File: config.mk
export PLATFORM = sky130hd
export DESIGN_NAME = credit_tx_port
export DESIGN_NICKNAME = d
export VERILOG_FILES = /design/src/rtl/credit_tx_port.sv
export SDC_FILE = /design/constraint.sdc
export NUM_CORES = 1
export LEC_CHECK = 0
export BUFFER_PORTS_ARGS = -buffer_cell sky130_fd_sc_hd__clkbuf_2
export CAP_MARGIN = 15
export CORE_ASPECT_RATIO = 0.9
export CORE_MARGIN = 1.5
export CORE_UTILIZATION = 45
export CTS_CLUSTER_DIAMETER = 100
export DETAILED_ROUTE_END_ITERATION = 10
export PLACE_DENSITY = 0.65
export SLEW_MARGIN = 20
export SYNTH_ARGS = -nofsm -noshare
export SYNTH_HDL_FRONTEND = slang
export SYNTH_SLANG_ARGS = --single-unit
File: constraint.sdc
create_clock -name CLK -period 2.8 [get_ports CLK]
set_input_delay 0.14 -clock CLK [delete_from_list [all_inputs] [get_ports CLK]]
set_output_delay 0.14 -clock CLK [all_outputs]
set_load 0.1 [all_outputs]
File: src/rtl/credit_tx_port.sv
// credit_tx_port: credit-based link transmitter with a staging FIFO and packet tracking.
//   CLK/RST              clock, asynchronous active-high reset
//   in_valid/in_ready    crossbar handshake; in_flit accepted when both are high
//   credit_return        one-cycle pulse: downstream freed CREDIT_CHUNK entries
//   out_wen/out_flit     registered write to the downstream buffer
//   credits              free downstream entries
//   pkt_active           head sent, tail not yet sent
//   credit_err           sticky credit overflow
package chiplet_types_pkg;
  typedef struct packed {
    logic [31:0] payload;
  } flit_t;
  // Packet length lives in the low nibble of the head payload; 0 means a single flit.
  function automatic logic [4:0] expected_num_flits(input logic [31:0] payload);
    logic [4:0] n;
    n = 5'(payload % 32'd16);
    return (n == 5'd0) ? 5'd1 : n;
  endfunction
endpackage

module credit_tx_port
  import chiplet_types_pkg::*;
#(
  parameter int DEPTH        = 8,
  parameter int CREDIT_CHUNK = 3 * DEPTH / 4,
  parameter int TX_DEPTH     = 4
) (
  input  logic                       CLK,
  input  logic                       RST,
  input  logic                       in_valid,
  output logic                       in_ready,
  input  flit_t                      in_flit,
  input  logic                       credit_return,
  output logic                       out_wen,
  output flit_t                      out_flit,
  output logic [$clog2(DEPTH+1)-1:0] credits,
  output logic                       pkt_active,
  output logic                       credit_err
);
  localparam int CW = $clog2(DEPTH + 1);
  localparam int SW = CW + 1;
  localparam int PW = (TX_DEPTH > 1) ? $clog2(TX_DEPTH) : 1;
  localparam int NW = $clog2(TX_DEPTH + 1);
  typedef enum logic {IDLE, ACTIVE} state_t;
  flit_t          mem_q [TX_DEPTH];
  logic [PW-1:0]  wptr_q, rptr_q;
  logic [NW-1:0]  cnt_q;
  logic [CW-1:0]  credits_q, credits_d;
  logic [SW-1:0]  credit_sum;
  logic           credit_err_q, credit_err_d;
  state_t         state_q;
  logic [4:0]     remaining_q;
  logic           out_wen_q, pkt_active_q;
  flit_t          out_flit_q;
  logic           full, empty, push, send;
  flit_t          head;
  logic [4:0]     head_len;
  assign full       = cnt_q == NW'(TX_DEPTH);
  assign empty      = cnt_q == '0;
  assign in_ready   = !full;
  assign push       = in_valid && !full;
  assign send       = !empty && credits_q != '0;
  assign head       = mem_q[rptr_q];
  assign head_len   = expected_num_flits(head.payload);
  assign out_wen    = out_wen_q;
  assign out_flit   = out_flit_q;
  assign credits    = credits_q;
  assign pkt_active = pkt_active_q;
  assign credit_err = credit_err_q;
  // One extra bit so an over-return is visible before saturating.
  always_comb begin
    credit_sum   = {1'b0, credits_q} - SW'(send) + (credit_return ? SW'(CREDIT_CHUNK) : SW'(0));
    credits_d    = (credit_sum > SW'(DEPTH)) ? CW'(DEPTH) : credit_sum[CW-1:0];
    credit_err_d = credit_err_q || (credit_sum > SW'(DEPTH));
  end
  always_ff @(posedge CLK) begin
    if (push) mem_q[wptr_q] <= in_flit;
  end
  always_ff @(posedge CLK or posedge RST) begin
    if (RST) begin
      wptr_q       <= '0;
      rptr_q       <= '0;
      cnt_q        <= '0;
      credits_q    <= CW'(DEPTH);
      credit_err_q <= 1'b0;
      out_wen_q    <= 1'b0;
      out_flit_q   <= '0;
      pkt_active_q <= 1'b0;
      state_q      <= IDLE;
      remaining_q  <= '0;
    end else begin
      if (push) wptr_q <= (wptr_q == PW'(TX_DEPTH - 1)) ? '0 : wptr_q + PW'(1);
      if (send) rptr_q <= (rptr_q == PW'(TX_DEPTH - 1)) ? '0 : rptr_q + PW'(1);
      cnt_q        <= cnt_q + NW'(push) - NW'(send);
      credits_q    <= credits_d;
      credit_err_q <= credit_err_d;
      out_wen_q    <= send;
      if (send) begin
        out_flit_q <= head;
        if (state_q == IDLE) begin
          remaining_q  <= head_len - 5'd1;
          state_q      <= (head_len == 5'd1) ? IDLE : ACTIVE;
          pkt_active_q <= head_len != 5'd1;
        end else begin
          remaining_q  <= remaining_q - 5'd1;
          state_q      <= (remaining_q == 5'd1) ? IDLE : ACTIVE;
          pkt_active_q <= remaining_q != 5'd1;
        end
      end
    end
  end
  always_ff @(posedge CLK) begin
    if (push && full) $warning("credit_tx_port: staging FIFO overrun");
    if (send && empty) $warning("credit_tx_port: staging FIFO underrun");
  end
endmodule

==> impl_metrics.yaml <==
layout:
  nFillCells: 1205
  fin_nets: 601
  layout-drive-gt1-share: 0.290
  diodes: 0
  final_core_util: 0.558
  final_common_cell: "edfxtp_1"
  area_growth_pct: 22.0
  stdcell_count: 761
  final_cell_mix: "edfxtp_1, nand2_1, clkbuf_2"
routing:
  num_vias: 3839
  ant_nets: 0
  wirelength_um: 12700
  wl_per_cell_um: 16.8
  drt-initial-drc-count: 246
  vias_per_cell: 5.04
  drt_pass1_iterations: 6
  remaining_drc_errors: 0
critical_path:
  r2r_slack_ps: 370
  start_kind: "flop"
  worstSetupPathType: "flop to flop"
  crit_required_ps: 3110
  timing.critical_path.to: "credit_err"
  cp_max_fo: 3
  rr_startpoint: "credits[3]"
  r2r-end: "credit_err"
  crit_arrival_ps: 2740
  cp-end-kind: "flop"
  crit_start: "credits[3]"
  ff2ff_path_depth: 10
global_route:
  grt_pass1_wl_um: 20400
  grt_pass1_vias: 3926
  grt_busiest_layer: "met2"
  grt_overflow: 0
  grt_max_degree: 43
  grt.met1_usage: 0.220
  grt_usage: 0.169
  met3_usage: 0.0401
  antenna_found_initial: 0
  globalRouteMet2Util: 0.277
sta:
  clock_skew_ps: 5.42
  period_minus_slack_ps: 2430
  rsz0062_at_grt: "no"
  holdWs_ps: 211
  fin_crit_sh: 0.870
  setup_viol: 0
  report.final.slew_viol_count: 0
  finalHoldViolations: 0
  timing.slew.headroom: 0.562
  fin_setup_tns_ps: 0
  tightestPinTransition_ps: 656
  fmax_ghz: 0.411
logic_synthesis:
  synth_area_mm2: 0.00701
  syn_nets: 483
  ys_ff_latch: 179
  seq_area_frac_synth: 0.731
  ys_top_cells_by_area: "edfxtp_1, dfrtp_1, mux4_2"
  syn_area_per_cell_um2: 16.4
  synth_top_area_cell: "edfxtp_1"
  yosysWarnings: 0
  synth_edf_count: 128
  synthCells: 428
  synth.top_cell.area_share: 0.548
  synth.distinct_cells: 35
  synthArstFlopShare: 0.285
  ys.flop_type: "edfxtp_1"
floorplanning:
  ios: 76
  initial_core_util: 0.457
  core_mm2: 0.0153
  die_y_um: 121
  die_area_mm2: 0.0163
  die_x_um: 135
  rows: 43
worst_hold_path:
  whs_path_depth: 3
  min_path_type: "input port to flop"
placed_design:
  io_buffers: 75
  dp_hpwl_um: 7330
  placed_cells: 696
  place_congestion: 0.732
clock_network:
  cts.sinks: 179
  clk_pin_slew_ps: 60
  postCtsSetupBuffers: 0
  cts_tree: "built"
  htree_num_levels: 4
  cts_resized: 0
  clock_path_buffers: 2
  worstSkewPairLatency_ps: 420
  hold_buffers: 33
  cts_inserted_buffers: 17
  root_buffer: "clkbuf_16"
status:
  status: "complete, no violations"
job:
  cap_violations: 0
==> critical path: stages (launching register included) <==
cell and delay, ps:
dfstp_4 480, nor4_2 320, or2_2 180, inv_2 40, ha_1 170, inv_1 60
ha_1 150, inv_1 50, fa_1 500, nand3b_1 80, a211o_1 290
==> flip-flops by register name, indices dropped and copies added (netlist names) <==
name	cells
cnt_q	3
state_q	1
mem_q	128
rptr_q	2
credit_err	1
wptr_q	2
out_flit	32
out_wen	1
credits	4
remaining_q	5
==> cell families after synthesis <==
logic type / count (synthesis) / synth area share
compound gates: 23 / 0.0212
xor+xnor: 5 / 0.00625
fa+ha+maj: 19 / 0.0361
buf+inv: 41 / 0.0252
flops: 179 / 0.731
mux: 34 / 0.106
simple gates: 127 / 0.0748
==> synth_stat cells, types with 2 or more instances <==
| cell type | count |
|---|---|
| edfxtp_1 | 128 |
| mux4_2 | 32 |
| a211oi_1 | 2 |
| mux2_2 | 2 |
| o21ai_0 | 4 |
| buf_2 | 12 |
| or2_2 | 2 |
| and3_1 | 4 |
| fa_1 | 2 |
| clkbuf_1 | 5 |
| ha_1 | 17 |
| nand2_1 | 101 |
| inv_1 | 22 |
| a21oi_1 | 6 |
| a21o_1 | 4 |
| o31ai_1 | 2 |
| nand3_1 | 3 |
| nand2b_1 | 2 |
| nor2_1 | 5 |
| nor3_1 | 5 |
| dfrtp_1 | 50 |
| a211o_1 | 2 |
| xnor2_1 | 4 |
==> worst min-delay path by stage <==
stage / start / slack, ps / to
finish: in_valid / 210 / wptr_q[1]
global route: in_valid / 240 / wptr_q[0]
CTS: in_valid / 190 / wptr_q[1]
detailed placement: RST / 280 / out_flit[22]
global placement: RST / 250 / out_flit[17]
floorplan: in_flit[0] / 240 / mem_q[0][0]
==> through the flow <==
step,setup slack (ps),instance area (um2)
after floorplan,6.41,7030
after global routing,251,8550
after detailed placement,387,7650
final,365,8550
after global placement,401,7650
after CTS,365,8550
==> final cells by class <==
type / count / area [um2] / share of cell area
Sequential cell: 179 / 5130 / 0.600
Multi-Input combinational cell: 208 / 1720 / 0.202
Timing Repair Buffer: 117 / 786 / 0.0919
Clock buffer: 19 / 433 / 0.0506
Tap cell: 202 / 253 / 0.0296
Clock inverter: 13 / 136 / 0.0160
Inverter: 23 / 86.3 / 0.0101
==> routing by layer <==
metal / share of wire / routed length [um] / vias up
met5: 0 / 0 / -
met4: 0.014 / 178 / 0
met3: 0.042 / 531 / 18
met2: 0.50 / 6440 / 84
met1: 0.44 / 5600 / 1937
li1: - / - / 1800
Power is left out: the tool's default activity adds up to more than one toggle a clock period on the data nets, which glitch-free logic cannot reach.
